==> config.mk <==
export PLATFORM = sky130hd
export DESIGN_NAME = muller_c_monitor
export DESIGN_NICKNAME = d
export VERILOG_FILES = /design/src/rtl/muller_c_monitor.sv
export SDC_FILE = /design/constraint.sdc
export NUM_CORES = 1
export LEC_CHECK = 0
export ABC_AREA = 0
export CORE_UTILIZATION = 55
export DETAILED_ROUTE_END_ITERATION = 7
export PLACE_DENSITY = 0.78
export SETUP_SLACK_MARGIN = 0.05
export SYNTH_ARGS = -nofsm -noshare
export SYNTH_HDL_FRONTEND = slang
export SYNTH_SLANG_ARGS = --single-unit
export TNS_END_PERCENT = 100
==> constraint.sdc <==
create_clock -name CLK_33MHZ_FPGA -period 5.65 [get_ports CLK_33MHZ_FPGA]
set_input_delay 1.695 -clock CLK_33MHZ_FPGA [delete_from_list [all_inputs] [get_ports CLK_33MHZ_FPGA]]
set_output_delay 1.695 -clock CLK_33MHZ_FPGA [all_outputs]
set_load 0.005 [all_outputs]
==> src/rtl/muller_c_monitor.sv <==
// -----------------------------------------------------------------------------
// muller_c_monitor
//
// Clocked checker for a bank of Muller C-gate test instances. Each channel's
// two gate inputs (a, b) and the gate output (c) are asynchronous. They are
// synchronised and compared against a clocked golden C-element model. A
// per-channel FSM waits for the inputs to be quiet for SETTLE_CYC cycles
// before it compares the gate output with the model. Mismatch episodes set
// sticky per-channel flags and advance a saturating event counter.
//
// Parameters:
//   NCH         number of monitored channels (1..8)
//   SYNC_STAGES synchroniser flops per asynchronous input (>=2)
//   SETTLE_CYC  quiet cycles needed after the last input change (>=1)
//   CNT_W       width of err_cnt
//
// Ports:
//   CLK_33MHZ_FPGA   in   system clock; all state changes on the rising edge
//   FPGA_CPU_RESET_B in   asynchronous active-low reset
//   a, b             in   C-gate inputs per channel (asynchronous)
//   c                in   C-gate output per channel (asynchronous)
//   clr              in   one-cycle synchronous clear of err_flag / err_cnt
//   golden           out  golden C-element value per channel
//   busy             out  channel is settling or checking
//   err_flag         out  sticky mismatch flag per channel
//   err_cnt          out  saturating count of mismatch episodes
// -----------------------------------------------------------------------------
module muller_c_monitor #(
    parameter int NCH         = 4,
    parameter int SYNC_STAGES = 2,
    parameter int SETTLE_CYC  = 16,
    parameter int CNT_W       = 16
) (
    input  logic             CLK_33MHZ_FPGA,
    input  logic             FPGA_CPU_RESET_B,
    input  logic [NCH-1:0]   a,
    input  logic [NCH-1:0]   b,
    input  logic [NCH-1:0]   c,
    input  logic             clr,
    output logic [NCH-1:0]   golden,
    output logic [NCH-1:0]   busy,
    output logic [NCH-1:0]   err_flag,
    output logic [CNT_W-1:0] err_cnt
);

    localparam int TMR_W = (SETTLE_CYC > 1) ? $clog2(SETTLE_CYC) : 1;
    localparam int POP_W = $clog2(NCH + 1);
    localparam logic [TMR_W-1:0] TMR_LOAD = TMR_W'(SETTLE_CYC - 1);

    typedef enum logic [1:0] {
        ST_STABLE = 2'd0,
        ST_SETTLE = 2'd1,
        ST_CHECK  = 2'd2
    } state_t;

    // Number of set bits in an event vector.
    function automatic logic [POP_W-1:0] popcount(input logic [NCH-1:0] v);
        logic [POP_W-1:0] acc;
        acc = {POP_W{1'b0}};
        for (int k = 0; k < NCH; k++) begin
            acc = acc + POP_W'(v[k]);
        end
        return acc;
    endfunction

    logic [NCH-1:0]   sync_a_r [SYNC_STAGES];
    logic [NCH-1:0]   sync_b_r [SYNC_STAGES];
    logic [NCH-1:0]   sync_c_r [SYNC_STAGES];
    logic [NCH-1:0]   a_s;
    logic [NCH-1:0]   b_s;
    logic [NCH-1:0]   c_s;
    logic [NCH-1:0]   a_prev_r;
    logic [NCH-1:0]   b_prev_r;
    logic [NCH-1:0]   chg_s;
    logic [NCH-1:0]   chg_eff_s;
    logic             first_r;
    logic [NCH-1:0]   golden_r;
    logic [NCH-1:0]   mm_r;
    logic [NCH-1:0]   mm_nxt_s;
    logic [NCH-1:0]   cmp_s;
    logic [NCH-1:0]   ev_s;
    logic [POP_W-1:0] ev_cnt_s;
    logic [CNT_W:0]   sum_s;
    state_t           state_r [NCH];
    logic [TMR_W-1:0] timer_r [NCH];
    logic [NCH-1:0]   busy_r;
    logic [NCH-1:0]   err_flag_r;
    logic [CNT_W-1:0] err_cnt_r;

    // Synchroniser chains for the three asynchronous input buses.
    always_ff @(posedge CLK_33MHZ_FPGA or negedge FPGA_CPU_RESET_B) begin
        if (!FPGA_CPU_RESET_B) begin
            for (int k = 0; k < SYNC_STAGES; k++) begin
                sync_a_r[k] <= {NCH{1'b0}};
                sync_b_r[k] <= {NCH{1'b0}};
                sync_c_r[k] <= {NCH{1'b0}};
            end
        end else begin
            sync_a_r[0] <= a;
            sync_b_r[0] <= b;
            sync_c_r[0] <= c;
            for (int k = 1; k < SYNC_STAGES; k++) begin
                sync_a_r[k] <= sync_a_r[k-1];
                sync_b_r[k] <= sync_b_r[k-1];
                sync_c_r[k] <= sync_c_r[k-1];
            end
        end
    end

    assign a_s = sync_a_r[SYNC_STAGES-1];
    assign b_s = sync_b_r[SYNC_STAGES-1];
    assign c_s = sync_c_r[SYNC_STAGES-1];

    // The first cycle after reset release is treated as an input change so
    // every channel settles before its first comparison; otherwise a channel
    // whose inputs sit at 1/1 would be compared against a not-yet-updated
    // golden value of 0.
    assign chg_s     = (a_s ^ a_prev_r) | (b_s ^ b_prev_r);
    assign chg_eff_s = chg_s | {NCH{first_r}};
    assign cmp_s     = c_s ^ golden_r;

    // Previous synchronised inputs, start-up marker and golden C-element.
    always_ff @(posedge CLK_33MHZ_FPGA or negedge FPGA_CPU_RESET_B) begin
        if (!FPGA_CPU_RESET_B) begin
            a_prev_r <= {NCH{1'b0}};
            b_prev_r <= {NCH{1'b0}};
            first_r  <= 1'b1;
            golden_r <= {NCH{1'b0}};
        end else begin
            a_prev_r <= a_s;
            b_prev_r <= b_s;
            first_r  <= 1'b0;
            // Follow the inputs when they agree, hold when they differ.
            golden_r <= (a_s & b_s) | (golden_r & (a_s ^ b_s));
        end
    end

    // Next mismatch state and rising-edge mismatch events per channel.
    always_comb begin
        mm_nxt_s = {NCH{1'b0}};
        ev_s     = {NCH{1'b0}};
        for (int i = 0; i < NCH; i++) begin
            case (state_r[i])
                ST_STABLE: begin
                    if (chg_eff_s[i]) begin
                        mm_nxt_s[i] = mm_r[i];
                    end else begin
                        mm_nxt_s[i] = cmp_s[i];
                    end
                    ev_s[i] = mm_nxt_s[i] & ~mm_r[i];
                end
                ST_CHECK: begin
                    mm_nxt_s[i] = cmp_s[i];
                    ev_s[i]     = mm_nxt_s[i] & ~mm_r[i];
                end
                ST_SETTLE: begin
                    mm_nxt_s[i] = 1'b0;
                    ev_s[i]     = 1'b0;
                end
                default: begin
                    mm_nxt_s[i] = 1'b0;
                    ev_s[i]     = 1'b0;
                end
            endcase
        end
    end

    assign ev_cnt_s = popcount(ev_s);
    assign sum_s    = {1'b0, err_cnt_r} + {{(CNT_W + 1 - POP_W){1'b0}}, ev_cnt_s};

    // Per-channel settle/check FSM with registered busy and mismatch state.
    always_ff @(posedge CLK_33MHZ_FPGA or negedge FPGA_CPU_RESET_B) begin
        if (!FPGA_CPU_RESET_B) begin
            for (int i = 0; i < NCH; i++) begin
                state_r[i] <= ST_STABLE;
                timer_r[i] <= {TMR_W{1'b0}};
            end
            busy_r <= {NCH{1'b0}};
            mm_r   <= {NCH{1'b0}};
        end else begin
            mm_r <= mm_nxt_s;
            for (int i = 0; i < NCH; i++) begin
                case (state_r[i])
                    ST_STABLE: begin
                        if (chg_eff_s[i]) begin
                            state_r[i] <= ST_SETTLE;
                            timer_r[i] <= TMR_LOAD;
                            busy_r[i]  <= 1'b1;
                        end else begin
                            state_r[i] <= ST_STABLE;
                            busy_r[i]  <= 1'b0;
                        end
                    end
                    ST_SETTLE: begin
                        busy_r[i] <= 1'b1;
                        if (chg_eff_s[i]) begin
                            timer_r[i] <= TMR_LOAD;
                        end else if (timer_r[i] == {TMR_W{1'b0}}) begin
                            state_r[i] <= ST_CHECK;
                        end else begin
                            timer_r[i] <= timer_r[i] - TMR_W'(1);
                        end
                    end
                    ST_CHECK: begin
                        if (chg_eff_s[i]) begin
                            state_r[i] <= ST_SETTLE;
                            timer_r[i] <= TMR_LOAD;
                            busy_r[i]  <= 1'b1;
                        end else begin
                            state_r[i] <= ST_STABLE;
                            busy_r[i]  <= 1'b0;
                        end
                    end
                    default: begin
                        state_r[i] <= ST_STABLE;
                        timer_r[i] <= {TMR_W{1'b0}};
                        busy_r[i]  <= 1'b0;
                    end
                endcase
            end
        end
    end

    // Sticky error flags and saturating episode counter. A clear takes
    // effect first, so events in the clearing cycle are still recorded.
    always_ff @(posedge CLK_33MHZ_FPGA or negedge FPGA_CPU_RESET_B) begin
        if (!FPGA_CPU_RESET_B) begin
            err_flag_r <= {NCH{1'b0}};
            err_cnt_r  <= {CNT_W{1'b0}};
        end else if (clr) begin
            err_flag_r <= ev_s;
            err_cnt_r  <= CNT_W'(ev_cnt_s);
        end else begin
            err_flag_r <= err_flag_r | ev_s;
            if (sum_s[CNT_W]) begin
                err_cnt_r <= {CNT_W{1'b1}};
            end else begin
                err_cnt_r <= sum_s[CNT_W-1:0];
            end
        end
    end

    assign golden   = golden_r;
    assign busy     = busy_r;
    assign err_flag = err_flag_r;
    assign err_cnt  = err_cnt_r;

endmodule
==> PnR_summary.wiki <==
{| class="wikitable"
! Metric !! Value
|-
| Unrepaired setup endpoints after global routing || false
|-
| Deepest clock path buffer count || 2
|-
| Count of final max-slew check failures || 0
|-
| Async set or reset register ratio after synthesis || 100%
|-
| Library cells used by synthesis || 53
|-
| Share of total power in combinational logic || 6.5%
|-
| Slew at the pin closest to its max-slew limit || 845 ps
|-
| Ys flop type || sky130_fd_sc_hd__dfrtp_1
|-
| Number of endpoints with negative hold slack in the final report || 0
|-
| Die Footprint || 7400 um2
|-
| Ant diodes || 0
|-
| Delay of the slowest cell on the worst path || 550 ps
|-
| Number of vias in the routed layout || 2728
|-
| Critical path data arrival time || 4630 ps
|-
| Max-cap viol count || 0
|-
| Net Sw Frac || 21.5%
|-
| Avg Synthesized Cell Area || 11.3 um2
|-
| Power density cells || 274 nW/um2
|-
| Final weighted congestion in routability-driven placement || 0.842
|-
| PnR Total Power || 1.26 mW
|-
| Final Instance Count excl. Fillers || 485
|-
| Average wire per cell in the routed design || 14.4 um
|-
| I/O Buffers || 42
|-
| Number of sinks driven by the clock tree || 89
|-
| Max transition margin || 43.2%
|-
| Minimum clock period || 4360 ps
|-
| Internal cell power || 990 uW
|-
| Nets || 414
|-
| Top library cells by usage in the layout, fill and taps aside || 88 x sky130_fd_sc_hd__dfrtp_1, 41 x sky130_fd_sc_hd__clkdlybuf4s50_1, 26 x sky130_fd_sc_hd__nor2_1
|-
| Average vias per placed instance || 5.62
|-
| Sequential power share || 53.3%
|-
| Utilization after layout || 67.8%
|-
| Number of setup buffers added after CTS || 0
|-
| Global-route wire length before repair || 12000 um
|-
| Crit Path Category || flip-flop to flip-flop
|-
| Layout overhead on the synthesized area || 18.8%
|-
| Clock buffers created by TritonCTS || 9
|-
| Dominant delay contributor by cell family on the critical path || simple AND/OR/NAND/NOR gates
|-
| Leak pwr || 1.98 nW
|-
| Sequential share of the synthesized area || 57.4%
|-
| Worst supply voltage drop on vdd || 0.000165 V
|-
| Number of core rows || 30
|-
| Clock tree skew after final layout || 9.63 ps
|-
| Outcome || finished clean
|-
| Sum of negative setup slack || 0 ps
|-
| Most frequent standard cell in the layout excluding fill and tap cells || sky130_fd_sc_hd__dfrtp_1
|-
| Total standard cell area after synthesis || 3880 um2
|-
| Register bit total from synthesis || 89
|-
| Fmax || 230 MHz
|-
| Number of flops mapped to enable cells by yosys || 0
|-
| Slowest CP cell || sky130_fd_sc_hd__or3_1
|-
| Antenna-violating nets left || 0
|-
| Clock Pin Slew Worst Setup and Hold Paths || 80 ps
|-
| Post-cts resize count || 0
|-
| HPWL after DPL || 4860 um
|-
| Aggregate routed wire length || 7000 um
|-
| Cell Chain, Critical Path || xor2_1 > nor3_1 > nor2_1 > nor4_1 > fa_1 > ha_1 > ha_1 > inv_1 > fa_1 > and2b_1 > o21ai_1 > or3_1 > a31oi_4
|-
| Clock group share of total power || 40.3%
|-
| Cell at the root of the clock tree || sky130_fd_sc_hd__clkbuf_8
|-
| Cell area after placement || 4370 um2
|-
| Required arrival time at the worst endpoint || 5920 ps
|-
| Crit path buffers/inverters || 1
|-
| Critical Path Sink Type || flip-flop
|-
| Number of top-level pins || 43
|-
| Total track usage || 21.0%
|-
| Starting density of the core || 57.1%
|-
| CP Launch Type || flip-flop
|-
| Gr ovfl total || 0
|-
| Count of fill cells added during filler insertion || 525
|-
| Height of the die || 86.0 um
|-
| Share of post-route cells with drive strength above 1 || 7.20%
|-
| Setup-failing EPs final || 0
|-
| Post-route fraction of the period consumed by the critical path || 77.1%
|-
| Yosys Warn Count || 0
|-
| Syn Nets || 372
|-
| Antenna violations before repair || 0
|-
| Crit-path max FO || 7
|-
| Remaining DRCs || 0
|-
| TritonCTS clock tree || yes
|-
| # H-tree levels || 3
|-
| Summed area of non-filler cells in the final layout || 4610 um2
|-
| P_sw || 271 uW
|-
| Cell total after placement || 469
|-
| Die X || 86.0 um
|-
| DR pass1 iterations || 4
|-
| Syn Inst Count || 342
|-
| Number of global-route vias before repair || 2607
|-
| HP Class || flip-flop to flip-flop
|-
| Number of DRC markers after the initial detailed-route iteration || 112
|-
| Area of the core || 6790 um2
|-
| Worst-skew pair later-pin latency || 350 ps
|-
| Maximum number of pins on one net before global-route repair || 54
|-
| Hold bufs inserted after CTS || 0
|-
| Flop-to-flop setup slack || 1290 ps
|}
## synthesized netlist by cell type, types with 2 or more instances
cell type	instances	share of area (%)
sky130_fd_sc_hd__clkbuf_1	9	0.87
sky130_fd_sc_hd__nand2b_1	3	0.48
sky130_fd_sc_hd__nor2_1	26	2.5
sky130_fd_sc_hd__a21o_1	4	0.77
sky130_fd_sc_hd__o211ai_1	2	0.39
sky130_fd_sc_hd__o22ai_1	8	1.3
sky130_fd_sc_hd__o21ai_1	2	0.26
sky130_fd_sc_hd__dfrtp_1	88	57
sky130_fd_sc_hd__o311a_1	4	1.0
sky130_fd_sc_hd__ha_1	13	4.2
sky130_fd_sc_hd__nand2_1	13	1.3
sky130_fd_sc_hd__inv_1	21	2.0
sky130_fd_sc_hd__a2bb2oi_2	2	0.77
sky130_fd_sc_hd__nand4b_1	3	0.68
sky130_fd_sc_hd__o41ai_1	4	0.90
sky130_fd_sc_hd__fa_1	2	1.0
sky130_fd_sc_hd__xnor2_1	12	2.7
sky130_fd_sc_hd__nand3_1	6	0.77
sky130_fd_sc_hd__nor2b_1	2	0.32
sky130_fd_sc_hd__a21oi_1	21	2.7
sky130_fd_sc_hd__a211oi_1	4	0.77
sky130_fd_sc_hd__mux2_2	2	0.58
sky130_fd_sc_hd__xor2_1	11	2.5
sky130_fd_sc_hd__nand4_1	2	0.32
sky130_fd_sc_hd__a2bb2oi_1	4	0.90
sky130_fd_sc_hd__nor4_1	12	1.9
sky130_fd_sc_hd__buf_1	2	0.19
sky130_fd_sc_hd__o21a_1	2	0.39
sky130_fd_sc_hd__nor3_1	7	0.90
sky130_fd_sc_hd__o21ai_0	16	2.1
sky130_fd_sc_hd__a31oi_1	5	0.81
sky130_fd_sc_hd__or3_1	9	1.5
## final timing paths
kind	startpoint	depth (start not counted)	end
min in group asynchronous	FPGA_CPU_RESET_B	1	err_cnt[1]$_DFF_PN0_
max in group asynchronous	FPGA_CPU_RESET_B	2	busy[2]$_DFF_PN0_
setup reg to reg	b_s[0]$_DFF_PN0_	13	err_cnt[1]$_DFF_PN0_
hold reg to reg	sync_c_r[4]$_DFF_PN0_	0	c_s[0]$_DFF_PN0_
setup / recovery	b_s[0]$_DFF_PN0_	13	err_cnt[1]$_DFF_PN0_
hold / removal	sync_c_r[4]$_DFF_PN0_	0	c_s[0]$_DFF_PN0_
## worst reg2reg max path, delay by kind of cell (launching register included)
| family | cells | cell delay (ps) |
|---|---|---|
| adder cells (fa/ha/maj) | 4 | 1420 |
| buffers and inverters | 1 | 70 |
| AO/OA/AOI/OAI | 2 | 400 |
| XOR/XNOR | 1 | 170 |
| AND/OR/NAND/NOR | 5 | 1820 |
| flip-flops | 1 | 420 |
## cell families after synthesis
group,Yosys count,synth area share [%]
simple gates,93,12.8
flops,89,57.4
compound gates,85,15.1
buf+inv,33,3.39
xor+xnor,23,5.19
fa+ha+maj,15,5.22
mux,3,0.838
other cells,1,0.0966
## area by class of cell
cell class              count  area [um2]  area share [%]
clock buffers              11         131            2.85
clock inverters             5         104            2.25
inverters                  21        78.8            1.71
multi-input cells         220        1520            33.0
flip-flops and latches     89        2230            48.3
well taps                  96         120            2.61
repair buffers             43         425            9.23
## power by group through the flow
stage	combinational (mW)	sequential, mW	clock, mW
2_1_floorplan	0.0392	0.682	0
3_3_place_gp	0.0801	0.684	0
3_5_place_dp	0.0824	0.685	0
4_1_cts	0.0834	0.672	0.520
5_1_grt	0.0921	0.675	0.543
6_report	0.0814	0.672	0.508
## routing by layer
layer / track usage [%] / routed length [um]
met1: 29.5 / 3320
met3: 3.56 / 233
met2: 32.7 / 3350
met4: 8.94 / 100
met5: 0 / 0
## metrics by stage
step	worst slack (ps)	hold slack, ps
2_1_floorplan	1780	331
3_3_place_gp	1460	332
3_5_place_dp	1340	336
4_1_cts	1280	354
5_1_grt	912	364
6_report	1290	351
Power figures use the tool's default switching activity.
